## config.mk

```make
export PLATFORM = sky130hd
export DESIGN_NAME = vga_pixel_out
export DESIGN_NICKNAME = d
export VERILOG_FILES = /design/src/rtl/vga_pixel_out.sv
export SDC_FILE = /design/constraint.sdc
export NUM_CORES = 1
export LEC_CHECK = 0
export CORE_MARGIN = 5
export CORE_UTILIZATION = 35
export DETAILED_ROUTE_END_ITERATION = 12
export DONT_BUFFER_PORTS = 1
export SLEW_MARGIN = 0
export SYNTH_ARGS = -nofsm -noshare
export SYNTH_HDL_FRONTEND = slang
export SYNTH_SLANG_ARGS = --single-unit
```

## constraint.sdc

```tcl
create_clock -name clk -period 4.6 [get_ports clk]
set_clock_uncertainty 0.1 [all_clocks]
set_input_delay 0.46 -clock clk [delete_from_list [all_inputs] [get_ports clk]]
set_output_delay 0.46 -clock clk [all_outputs]
set_load 0.01 [all_outputs]
```

## src/rtl/vga_pixel_out.sv

```systemverilog
// vga_pixel_out: unpacks 8-pixel FIFO words into a pixel stream with VGA timing.
// Video outputs trail the raster counters by two clocks to absorb FIFO read latency.
module vga_pixel_out #(
  parameter int H_ACTIVE     = 640,
  parameter int H_FP         = 16,
  parameter int H_SYNC       = 96,
  parameter int H_BP         = 48,
  parameter int V_ACTIVE     = 480,
  parameter int V_FP         = 10,
  parameter int V_SYNC       = 2,
  parameter int V_BP         = 33,
  parameter int PIX_PER_WORD = 8
) (
  input  logic        clk,
  input  logic        rst,
  input  logic        enable,
  input  logic        fifo_empty,
  input  logic [24:0] fifo_dout,
  output logic        fifo_rd_en,
  output logic [2:0]  rgb,
  output logic        hsync,
  output logic        vsync,
  output logic        de,
  output logic        frame_start,
  output logic        underflow
);

  localparam int H_TOTAL = H_ACTIVE + H_FP + H_SYNC + H_BP;
  localparam int V_TOTAL = V_ACTIVE + V_FP + V_SYNC + V_BP;
  localparam int HW = $clog2(H_TOTAL);
  localparam int VW = $clog2(V_TOTAL);
  localparam int JW = $clog2(PIX_PER_WORD);
  localparam int WW = 3 * PIX_PER_WORD;

  localparam logic [HW-1:0] H_ACT = HW'(H_ACTIVE);
  localparam logic [HW-1:0] H_SS  = HW'(H_ACTIVE + H_FP);
  localparam logic [HW-1:0] H_SE  = HW'(H_ACTIVE + H_FP + H_SYNC);
  localparam logic [HW-1:0] H_END = HW'(H_TOTAL - 1);
  localparam logic [VW-1:0] V_ACT = VW'(V_ACTIVE);
  localparam logic [VW-1:0] V_SS  = VW'(V_ACTIVE + V_FP);
  localparam logic [VW-1:0] V_SE  = VW'(V_ACTIVE + V_FP + V_SYNC);
  localparam logic [VW-1:0] V_END = VW'(V_TOTAL - 1);

  logic [HW-1:0] hcnt;
  logic [HW-1:0] hcnt_nx;
  logic [VW-1:0] vcnt;
  logic [VW-1:0] vcnt_nx;

  logic run;
  logic h_act;
  logic v_act;
  logic fetch;
  logic hs_c;
  logic vs_c;
  logic fs_c;

  logic          s1_valid;
  logic          s1_fetch;
  logic          s1_pop;
  logic          s1_de;
  logic          s1_hs;
  logic          s1_vs;
  logic          s1_fs;
  logic [JW-1:0] s1_j;

  logic [WW-1:0] word_q;
  logic [WW-1:0] cur_word;
  logic [2:0]    pix [PIX_PER_WORD];

  logic unused_msb;
  assign unused_msb = ^fifo_dout[24:WW];

  assign run   = enable & ~rst;
  assign h_act = hcnt < H_ACT;
  assign v_act = vcnt < V_ACT;
  assign hs_c  = ~((hcnt >= H_SS) & (hcnt < H_SE));
  assign vs_c  = ~((vcnt >= V_SS) & (vcnt < V_SE));
  assign fs_c  = (hcnt == '0) & (vcnt == '0);

  assign fetch = run & h_act & v_act
               & (hcnt[JW-1:0] == '0);
  assign fifo_rd_en = fetch & ~fifo_empty;

  always_comb begin
    hcnt_nx = hcnt + 1'b1;
    vcnt_nx = vcnt;
    if (hcnt == H_END) begin
      hcnt_nx = '0;
      vcnt_nx = (vcnt == V_END) ? '0
                                : vcnt + 1'b1;
    end
  end

  always_ff @(posedge clk) begin
    if (!run) begin
      hcnt <= '0;
      vcnt <= '0;
    end else begin
      hcnt <= hcnt_nx;
      vcnt <= vcnt_nx;
    end
  end

  // Stage 1: position decodes wait here while the FIFO read completes.
  always_ff @(posedge clk) begin
    if (!run) begin
      s1_valid <= 1'b0;
      s1_fetch <= 1'b0;
      s1_pop   <= 1'b0;
      s1_de    <= 1'b0;
      s1_hs    <= 1'b1;
      s1_vs    <= 1'b1;
      s1_fs    <= 1'b0;
      s1_j     <= '0;
    end else begin
      s1_valid <= 1'b1;
      s1_fetch <= fetch;
      s1_pop   <= fifo_rd_en;
      s1_de    <= h_act & v_act;
      s1_hs    <= hs_c;
      s1_vs    <= vs_c;
      s1_fs    <= fs_c;
      s1_j     <= hcnt[JW-1:0];
    end
  end

  // A starved slot loads zeros so its eight pixels go out black.
  always_comb begin
    cur_word = word_q;
    if (s1_fetch) begin
      cur_word = s1_pop ? fifo_dout[WW-1:0] : '0;
    end
  end

  always_comb begin
    for (int i = 0; i < PIX_PER_WORD; i++) begin
      pix[i] = cur_word[3*i +: 3];
    end
  end

  always_ff @(posedge clk) begin
    if (rst) begin
      word_q <= '0;
    end else if (s1_fetch) begin
      word_q <= cur_word;
    end
  end

  always_ff @(posedge clk) begin
    if (!run || !s1_valid) begin
      rgb         <= 3'b000;
      hsync       <= 1'b1;
      vsync       <= 1'b1;
      de          <= 1'b0;
      frame_start <= 1'b0;
    end else begin
      rgb         <= s1_de ? pix[s1_j] : 3'b000;
      hsync       <= s1_hs;
      vsync       <= s1_vs;
      de          <= s1_de;
      frame_start <= s1_fs;
    end
  end

  always_ff @(posedge clk) begin
    if (rst) begin
      underflow <= 1'b0;
    end else if (fetch && fifo_empty) begin
      underflow <= 1'b1;
    end
  end

endmodule
```

==> summary.log <==
qor: outcome.run_status finished, final reports clean
qor: route.drt-pass1-iter-count 4
qor: grt.grt_util_all_layers 0.127
qor: setup_path.critical_path.max_fanout 4
qor: route.topRoutingLayerUsed met4
qor: cts.post_cts.resized_instances 0
qor: min_path.min_delay_endpoint s1_pop
qor: cts.post-cts-setup-buffer-count 0
qor: yosys.syn-num-nets 313
qor: grt.first_global_vias 1900
qor: timing.fmax 393 MHz
qor: flow_run.timing.max_cap.violations 0
qor: route.drt-vias-per-instance 5.10
qor: setup_path.required 4.04 ns
qor: route.remaining_drc_errors 0
qor: setup_path.worstPathArrival 1.99 ns
qor: min_path.whs_path_depth 1
qor: power.pwr_density_cell 343 nW/um^2
qor: timing.worstMarginPinSlew 0.711 ns
qor: setup_path.startpoint_of_the_worst_slack_reg_to_reg_timing_path hcnt[0]
qor: grt.antenna_found_initial 0
qor: power.leakagePower 0.959 nW
qor: route.met2RoutedLength 2530 um
qor: placement.placement.io_buffers 0
qor: floorplanning.start_util 0.361
qor: yosys.synth_edf_count 0
qor: power.power.ir.vdd_worst 0.118 mV
qor: cells_and_area.final_design_area_no_fill 2830 um^2
qor: yosys.ys_async_sr_fraction 0
qor: setup_path.r2r_setup_slack 2.26 ns
qor: timing.crit_path_time_final 2.55 ns
qor: route.drt_iter0_markers 59
qor: yosys.ys_top_cells_by_area sky130_fd_sc_hd__dfxtp_1 (47%), sky130_fd_sc_hd__nor2_1 (5.9%), sky130_fd_sc_hd__a22oi_1 (3.7%)
qor: route.routed-via-count 1932
qor: min_path.hold_class input port to flip-flop
qor: floorplanning.die_height 96.5 um
qor: cells_and_area.most_common_cell_after_layout_fill_and_taps_aside sky130_fd_sc_hd__dfxtp_1
qor: grt.grt_start_max_net_pins 35
qor: cells_and_area.area_delta_synth_final 8.03%
qor: cts.cts-buffers-inserted 9
qor: yosys.synth_sequential_area_ratio 0.474
qor: timing.setup_repair_after_global_routing_missed_its_margin false
qor: cts.clock-root-buffer sky130_fd_sc_hd__clkbuf_8
qor: setup_path.critPathKind flip-flop to output port
qor: cts.clk_pin_slew_worst_paths 0.06 ns
qor: route.wirelength 5350 um
qor: timing.timing.final.crit_share 0.553
qor: grt.grt_pass1_wl 8940 um
qor: cts.cts_sinks 62
qor: cts.ctsHtreeMaxLevel 3
qor: power.totalPowerFinal 0.000969 W
qor: yosys.synth.lib_cells_used.distinct 47
qor: setup_path.setup.worst_path.end_class output port
qor: cts.cts_max_path_buffers 2
qor: timing.report.final.slew_viol_count 0
qor: floorplanning.die_area 9310 um^2
qor: cts.cts_tree built
qor: yosys.yosys.area.top_type sky130_fd_sc_hd__dfxtp_1
qor: timing.finalSetupTns 0 ns
qor: cts.clkLatencyLatePin 0.33 ns
qor: cells_and_area.nNetsFinal 308
qor: timing.relSlewSlack 0.523
qor: cells_and_area.most-common-layout-cells sky130_fd_sc_hd__dfxtp_1 (62), sky130_fd_sc_hd__nor2_1 (41), sky130_fd_sc_hd__a21oi_1 (14), sky130_fd_sc_hd__nor2b_1 (13), sky130_fd_sc_hd__a22oi_1 (13)
qor: route.average_wire_per_cell_in_the_routed_design 14.1 um
qor: floorplanning.die_w 96.5 um
qor: placement.placement.cell_area 2660 um^2
qor: yosys.synth_area 2620 um^2
qor: yosys.synth-warning-count 0
qor: yosys.syn-instance-count 280
qor: floorplanning.ioPinCount 38
qor: yosys.ys_ff_latch 62
qor: yosys.post_synth.cell_area_avg 9.35 um^2
qor: timing.finalSetupViolCount 0
qor: route.wirelength_met1 2330 um
qor: grt.global_route.overflow_total 0
qor: yosys.yosys.area.top_type_share 0.474
qor: yosys.synth_ff_type sky130_fd_sc_hd__dfxtp_1
qor: setup_path.startpoint_type flip-flop
qor: cells_and_area.diodes 0
qor: cts.postCtsHoldBufs 0
qor: timing.final_hold_viol_count 0
qor: floorplanning.coreArea 7250 um^2
qor: placement.post-dp-hpwl 3770 um
qor: min_path.worstHoldStart fifo_empty
qor: placement.finalWeightedCongestion 0.754
qor: setup_path.crit-reg2reg-capture vcnt[3]
qor: cells_and_area.drive_gt1_frac 0.0964
qor: cells_and_area.core_occupancy_in_the_finished_layout 0.390
qor: floorplanning.core.rowCount 31
qor: setup_path.r2r_cells 5
qor: route.total_met3_wirelength_after_detailed_routing 458 um
qor: route.detail-route-antenna-nets 0
[how the worst max path moves through the flow]
| stage | from | to | slack, ns | cells past startpoint |
|---|---|---|---|---|
| floorplan | rst | fifo_rd_en | 2.36 | 4 |
| global placement | rst | fifo_rd_en | 2.23 | 3 |
| detailed placement | rst | fifo_rd_en | 2.23 | 3 |
| CTS | vcnt[9] | fifo_rd_en | 2.00 | 3 |
| global route | vcnt[9] | fifo_rd_en | 1.84 | 3 |
| finish | vcnt[9] | fifo_rd_en | 2.05 | 3 |
[where the power goes]
part / internal, W / switching (W)
combinational: 0.00000826 / 0.0000142
clock: 0.000193 / 0.000205
sequential: 0.000542 / 0.00000570
total: 0.000744 / 0.000225
[cell usage after synthesis (3+ instances only)]
cell type and instances:
sky130_fd_sc_hd__nor3_1 7, sky130_fd_sc_hd__a21oi_1 14, sky130_fd_sc_hd__a2111oi_0 5, sky130_fd_sc_hd__nand4_1 5, sky130_fd_sc_hd__clkbuf_1 6, sky130_fd_sc_hd__nand2_1 8, sky130_fd_sc_hd__inv_1 10, sky130_fd_sc_hd__nand2b_1 4
sky130_fd_sc_hd__and2_1 4, sky130_fd_sc_hd__nand3b_1 3, sky130_fd_sc_hd__buf_2 6, sky130_fd_sc_hd__and4_1 3, sky130_fd_sc_hd__o31ai_1 3, sky130_fd_sc_hd__and3_1 4, sky130_fd_sc_hd__xnor2_1 5, sky130_fd_sc_hd__a22oi_1 13
sky130_fd_sc_hd__ha_1 4, sky130_fd_sc_hd__nor2b_1 13, sky130_fd_sc_hd__nor2_1 41, sky130_fd_sc_hd__nand3_1 10, sky130_fd_sc_hd__dfxtp_1 62, sky130_fd_sc_hd__a211oi_1 11, sky130_fd_sc_hd__xor2_1 7
[sequential cells by signal, summed over array words and instances, names as in the netlist]
signal       cells
word_q          24
hcnt            10
vcnt            10
rgb              3
s1_j             3
de               1
frame_start      1
hsync            1
s1_de            1
s1_fetch         1
s1_fs            1
s1_hs            1
s1_pop           1
s1_valid         1
s1_vs            1
underflow        1
vsync            1
[critical path, stage by stage (launching register included)]
cell                      delay [ns]
sky130_fd_sc_hd__dfxtp_1        0.31
sky130_fd_sc_hd__or3b_2         0.49
sky130_fd_sc_hd__nor4_1         0.55
sky130_fd_sc_hd__nor2b_1        0.31
[cell type report]
| cell class | count | area [um^2] |
|---|---|---|
| Multi-Input combinational cell | 191 | 1250 |
| Timing Repair Buffer | 1 | 7.51 |
| Inverter | 10 | 37.5 |
| Sequential cell | 62 | 1240 |
| Clock buffer | 10 | 128 |
| Fill cell | 757 | 4430 |
| Clock inverter | 6 | 38.8 |
| Tap cell | 99 | 124 |
[through the flow]
step,instances,worst slack (ns),hold WS [ns]
4_1_cts,379,2.00,0.0699
5_1_grt,379,1.84,0.0586
6_report,379,2.05,0.0947
2_1_floorplan,280,2.36,0.291
3_3_place_gp,363,2.23,0.311
3_5_place_dp,363,2.23,0.312
[logic make-up after synthesis]
kind of cell | synth area share
simple gates | 0.233
xor+xnor | 0.0402
compound gates | 0.165
fa+ha+maj | 0.0191
mux | 0.0210
flops | 0.474
buf+inv | 0.0478
[layer usage]
layer | vias up | track usage
li1 | 992 | -
met1 | 903 | 0.144
met2 | 35 | 0.210
met3 | 2 | 0.0620
met4 | 0 | 0.0421
met5 | - | 0
Power figures use the tool's default switching activity.
